File: src/rtl/hdmi_eth_pkg.sv
// hdmi_eth_pkg: shared frame/packet defaults, address width and scheduler state encoding
package hdmi_eth_pkg;
    localparam int DEF_PIXELS_PER_FRAME = 57600;
    localparam int DEF_PIXELS_PER_PKT   = 320;
    localparam int DEF_IPG_CYCLES       = 1000;
    localparam int ADDR_W               = 16;
    typedef enum logic [1:0] {ST_IDLE, ST_REQ, ST_WAIT_DONE, ST_GAP} state_t;
endpackage

File: src/rtl/start_frame_sync.sv
// start_frame_sync: 2-flop synchronizer for start_frame plus rising-edge detect on the second stage
//   clk125MHz, rstb (async active-low) | start_frame: async pulse in | start_evt: one-cycle event out
module start_frame_sync (
    input  logic clk125MHz,
    input  logic rstb,
    input  logic start_frame,
    output logic start_evt
);
    logic s1, s2, s2_d;
    always_ff @(posedge clk125MHz or negedge rstb) begin
        if (!rstb) {s1, s2, s2_d} <= '0;
        else       {s1, s2, s2_d} <= {start_frame, s1, s2};
    end
    assign start_evt = s2 & ~s2_d;
endmodule

File: src/rtl/frame_tx_scheduler.sv
// frame_tx_scheduler: double-buffered frame capture banks, splits each frame into paced Ethernet packet requests
//   clk125MHz, rstb (async active-low) | enable, start_frame: frame acceptance
//   pkt_req/pkt_ack/pkt_done + pkt_base_addr/pkt_len/pkt_seq/frame_id: TX engine handshake
//   wr_bank, busy, frame_done, frames_dropped: status
module frame_tx_scheduler import hdmi_eth_pkg::*; #(
    parameter int PIXELS_PER_FRAME = DEF_PIXELS_PER_FRAME,
    parameter int PIXELS_PER_PKT   = DEF_PIXELS_PER_PKT,
    parameter int IPG_CYCLES       = DEF_IPG_CYCLES
) (
    input  logic          clk125MHz,
    input  logic          rstb,
    input  logic          enable,
    input  logic          start_frame,
    output logic          pkt_req,
    input  logic          pkt_ack,
    input  logic          pkt_done,
    output logic [16:0]   pkt_base_addr,
    output logic [15:0]   pkt_len,
    output logic [15:0]   pkt_seq,
    output logic [7:0]    frame_id,
    output logic          wr_bank,
    output logic          busy,
    output logic          frame_done,
    output logic [15:0]   frames_dropped
);
    localparam logic [15:0]       LAST_SEQ = 16'(PIXELS_PER_FRAME / PIXELS_PER_PKT - 1);
    localparam int                GW       = $clog2(IPG_CYCLES + 2);
    localparam logic [GW-1:0]     GAP_LOAD = GW'((IPG_CYCLES > 0) ? IPG_CYCLES - 1 : 0);
    localparam logic [ADDR_W-1:0] PKT_STEP = ADDR_W'(PIXELS_PER_PKT);

    state_t              state, state_n;
    logic                start_evt, accept, launch, advance, last_done, primed, rd_bank;
    logic [ADDR_W-1:0]   offset;
    logic [GW-1:0]       gap_cnt;

    start_frame_sync u_sync (
        .clk125MHz  (clk125MHz),
        .rstb       (rstb),
        .start_frame(start_frame),
        .start_evt  (start_evt)
    );

    assign accept        = start_evt && state == ST_IDLE && enable;
    assign pkt_req       = state == ST_REQ;
    assign busy          = state != ST_IDLE;
    assign pkt_base_addr = {rd_bank, offset};

    always_ff @(posedge clk125MHz or negedge rstb) begin
        if (!rstb) state <= ST_IDLE;
        else       state <= state_n;
    end

    always_comb begin
        state_n   = state;
        launch    = 1'b0;
        advance   = 1'b0;
        last_done = 1'b0;
        case (state)
            ST_IDLE: begin
                // until one frame has been captured the read bank holds nothing worth sending
                if (accept && primed) begin
                    state_n = ST_REQ;
                    launch  = 1'b1;
                end
            end
            ST_REQ: state_n = pkt_ack ? ST_WAIT_DONE : ST_REQ;
            ST_WAIT_DONE: begin
                if (pkt_done) begin
                    if (pkt_seq == LAST_SEQ) begin
                        state_n   = ST_IDLE;
                        last_done = 1'b1;
                    end else if (IPG_CYCLES == 0) begin
                        state_n = ST_REQ;
                        advance = 1'b1;
                    end else begin
                        state_n = ST_GAP;
                    end
                end
            end
            ST_GAP: begin
                if (gap_cnt == '0) begin
                    state_n = ST_REQ;
                    advance = 1'b1;
                end
            end
            default: state_n = ST_IDLE;
        endcase
    end

    always_ff @(posedge clk125MHz or negedge rstb) begin
        if (!rstb) begin
            wr_bank        <= 1'b0;
            rd_bank        <= 1'b0;
            primed         <= 1'b0;
            frame_done     <= 1'b0;
            frames_dropped <= '0;
            pkt_seq        <= '0;
            pkt_len        <= '0;
            offset         <= '0;
            gap_cnt        <= '0;
            frame_id       <= '0;
        end else begin
            frame_done <= last_done;
            if (accept) begin
                wr_bank <= ~wr_bank;
                rd_bank <= wr_bank;
                primed  <= 1'b1;
            end else if (start_evt && frames_dropped != 16'hFFFF) begin
                frames_dropped <= frames_dropped + 16'd1;
            end
            if (launch) begin
                pkt_seq <= '0;
                offset  <= '0;
                pkt_len <= 16'(PIXELS_PER_PKT);
            end
            if (advance) begin
                pkt_seq <= pkt_seq + 16'd1;
                offset  <= offset + PKT_STEP;
            end
            // loaded on the pkt_done that enters GAP so GAP spans exactly IPG_CYCLES cycles
            if (state == ST_WAIT_DONE && pkt_done) gap_cnt <= GAP_LOAD;
            else if (state == ST_GAP)              gap_cnt <= gap_cnt - GW'(1);
            if (last_done) frame_id <= frame_id + 8'd1;
        end
    end
endmodule

File: config.mk
export PLATFORM = sky130hd
export DESIGN_NAME = frame_tx_scheduler
export DESIGN_NICKNAME = d
export VERILOG_FILES = /design/src/rtl/hdmi_eth_pkg.sv /design/src/rtl/start_frame_sync.sv /design/src/rtl/frame_tx_scheduler.sv
export SDC_FILE = /design/constraint.sdc
export NUM_CORES = 1
export LEC_CHECK = 0
export CORE_MARGIN = 4
export CORE_UTILIZATION = 35
export DETAILED_ROUTE_END_ITERATION = 7
export GPL_ROUTABILITY_DRIVEN = 1
export PLACE_DENSITY_LB_ADDON = 0.2
export SYNTH_ARGS = -nofsm -noshare
export SYNTH_HDL_FRONTEND = slang
export SYNTH_SLANG_ARGS = --single-unit
File: constraint.sdc
create_clock -name clk125MHz -period 4 [get_ports clk125MHz]
set_input_delay 1.2 -clock clk125MHz [delete_from_list [all_inputs] [get_ports clk125MHz]]
set_output_delay 1.2 -clock clk125MHz [all_outputs]
set_load 0.01 [all_outputs]
==> results.txt <==
* Status: finished clean
* Ys flop type: dfrtp_1
- Layout filler cell count: ~1,000
- Hold Crit Depth: 0
* Cell area after synthesis: 0.00382 mm2
- In the finished design, the share of the clock period the worst path needs comes to between 70% and 80%.
- Core area: 0.0105 mm2
* Final Critical Period: approximately 2.9 ns
- Entering global routing, the biggest net connects 29 pins.
- The clock tree synthesis step divided the H-tree into 3 levels.
* Critical path startpoint category: flop
* Number of diodes added for antenna fixing: 0
- The clock reaches the later pin of the worst-skew pair after approximately 0.35 ns.
* Design area: 0.00473 mm2
* Detail Placement HPWL: between 6000 and 7000 um
- Via count: 2,965
- Worst setup path class: reg -> out
* Share of the yosys chip area belonging to registers: a little under half
- Total routed wirelength: about 8700 um
- Clock tree synthesis selected as its root buffer the cell clkbuf_8.
- Measured along the x axis, the die boundary spans between 100 and 150 um.
- Max-slew violation count: 0
- In the final layout, the share of cells above drive strength 1 is under 10%.
- Headroom to the max-slew limit came out at 59.0%.
- The number of clock buffers added by TritonCTS is 9.
- In this run the deepest clock path goes through 2 buffers.
* Number of cells traversed by the worst register-to-register path: 5
- In this run the cell area measured after placement is 0.00449 mm2.
* Final hold violation count: 0
* DRC marker count from the first detailed-route iteration: between 100 and 150
- Power spread over the standard cell area amounts to around 340 mW/mm2.
* CP max FO: 3
- Global route overflow: 0
- For this run, the detailed router's first-pass iteration total came to 4.
- Setup violations remaining at the end of the flow were counted as 0.
* Net total in the final layout: approximately 460
- At the worst endpoint, the arrival time is 1.66 ns.
* Lkg Pwr: around 2.0 nW
* Number of hold buffers added after CTS: 0
* Total design power: 1.61 mW
* Async set-reset flop share out of synthesis: between 90% and 100%
* Via density per instance: approximately 5
* Antenna violations before repair: 0
- At the pin with the least slew margin, the transition time is a little over 0.6 ns.
- Pin placement for this block handled slightly above 80 I/O pins.
- Tot GR Track Use: ~14%
- Distinct cell type count of the synthesized netlist: 50
* Worst reg2reg setup slack: around 1.6 ns
* Tightest hold margin: between 0.3 and 0.4 ns
- After routing, the total negative slack on setup checks comes to 0 ns.
- Setup repair after global routing missed its margin: no
- TritonCTS built the clock tree.
- Detailed-route DRC error count: 0
- Total of max-cap violations: 0
* Post CTS Setup Buffer Count: 0
* Path category of the worst min-delay check: reg -> reg
* Clock sink total: 70
- The first global-routing pass estimated 14,600 um of wire.
- STA classifies the critical path endpoint as an output pin.
* Clock slew at reported path FFs: roughly 0.080 ns
* Number of standard cells after synthesis: between 300 and 400
- Mean instance size in the synthesized netlist: approximately 10 um2
- Std cell rows: 37
- Effective utilization at floorplan: approximately 37%
- CP required: between 2 and 3 ns
- Static timing analysis puts the maximum clock frequency at between 300 and 400 MHz.
- In this run, synthesis produced a sequential element count of 70.
- Via count of the first global-routing pass: 2,939
- Detail Route Antenna Nets: 0
* Routed WL per cell: ~15 um
- The floorplan step defined a die boundary enclosing 0.0127 mm2.
- Signed area change from the synthesized netlist to the final layout: 23.6%
* Final weighted congestion of routability-driven global placement: about 0.83
* Final Skew: about 0.015 ns
- During placement, the flow inserted port buffers numbering 62.
- During synthesis, Yosys emitted a total of 0 warnings.
- Worst vdd ir: 0.154 mV
- Number of enable-type register cells in the synthesized netlist: 0
- Die height: about 110 um
- Resize count post-CTS: 0
metrics by stage:
stage	worst slack, ns	std cells	utilization (%)
2_1_floorplan	1.28	396	-
3_3_place_gp	0.810	564	43.0
3_5_place_dp	0.771	564	43.0
4_1_cts	1.10	580	45.2
5_1_grt	0.999	580	45.2
6_report	1.14	580	45.2
report_power, final:
| group | total (mW) | switching [mW] | internal (mW) |
|---|---|---|---|
| clock | 0.663 | 0.278 | 0.385 |
| sequential | 0.778 | 0.0419 | 0.736 |
| combinational | 0.164 | 0.0791 | 0.0847 |
| total | 1.61 | 0.399 | 1.21 |
layout by cell type (no fill, tap or decap), types with 13 or more instances in the layout:
cell and count:
nand2_1 25, inv_1 17, mux2i_1 18, clkdlybuf4s50_1 61, nor4_1 13, conb_1 20
xnor2_1 15, dfrtp_1 70, o21ai_0 19, nand3_1 24, nor3_1 14
Yosys cell counts, types with 5 or more instances:
cell | instances | area share [%]
mux2_2 | 6 | 1.8
or3_1 | 6 | 0.98
dfrtp_1 | 70 | 46
inv_1 | 17 | 1.7
nand2_1 | 25 | 2.5
o21ai_0 | 19 | 2.5
nor4_1 | 13 | 2.1
xnor2_1 | 15 | 3.4
nor2_1 | 10 | 0.98
ha_1 | 10 | 3.3
nand2b_1 | 6 | 0.98
clkbuf_1 | 7 | 0.69
nor3_1 | 14 | 1.8
and4_1 | 5 | 1.1
buf_2 | 5 | 0.65
a31oi_1 | 8 | 1.3
nand4_1 | 10 | 1.6
and3_1 | 6 | 0.98
xor2_1 | 12 | 2.7
a21oi_1 | 7 | 0.92
buf_4 | 22 | 4.3
mux2i_1 | 18 | 4.7
nand3_1 | 24 | 3.1
cells by family after synthesis:
kind of cell	count (synthesis)	share of synthesized area [%]
AND/OR/NAND/NOR	139	21.4
flip-flops	70	45.8
AO/OA/AOI/OAI	54	9.13
buffers and inverters	51	7.33
XOR/XNOR	27	6.18
multiplexers	25	6.77
adder cells (fa/ha/maj)	10	3.27
other	1	0.0981
metal layers:
| metal | routed length, um | track usage (%) |
|---|---|---|
| met1 | 4040 | 18.8 |
| met2 | 4150 | 22.6 |
| met4 | 130 | 5.53 |
| met3 | 402 | 3.18 |
| met5 | 0 | 0 |
critical path: stages (launching register included):
cell and delay [ns]:
dfrtp_1 0.39, inv_1 0.09, ha_1 0.22, inv_1 0.08, clkdlybuf4s50_1 0.54
state kept, by name, indices dropped and copies added (netlist names):
| register | flops |
|---|---|
| frame_done | 1 |
| frame_id | 8 |
| frames_dropped | 16 |
| gap_cnt | 10 |
| offset | 10 |
| pkt_len | 1 |
| pkt_seq | 16 |
| primed | 1 |
| rd_bank | 1 |
| state | 2 |
| u_sync.s1 | 1 |
| u_sync.s2 | 1 |
| u_sync.s2_d | 1 |
| wr_bank | 1 |
worst paths after layout:
path	start	endpoint
max in group asynchronous	rstb	pkt_seq[11]
min in group asynchronous	rstb	frame_id[3]
max reg2reg	gap_cnt[3]	pkt_seq[5]
min	u_sync.s1	u_sync.s2
max	state[0]	busy
min reg2reg	u_sync.s1	u_sync.s2
final cells by class:
class,count,area (um2),area share [%]
clock inverter,5,81.3,1.72
multi-input combinational,275,1860,39.4
inverter,17,63.8,1.35
tap,136,170,3.60
clock buffer,11,151,3.20
sequential,70,1750,37.1
timing repair buffer,66,646,13.7
Note: power is estimated with default switching activity, not from simulation.
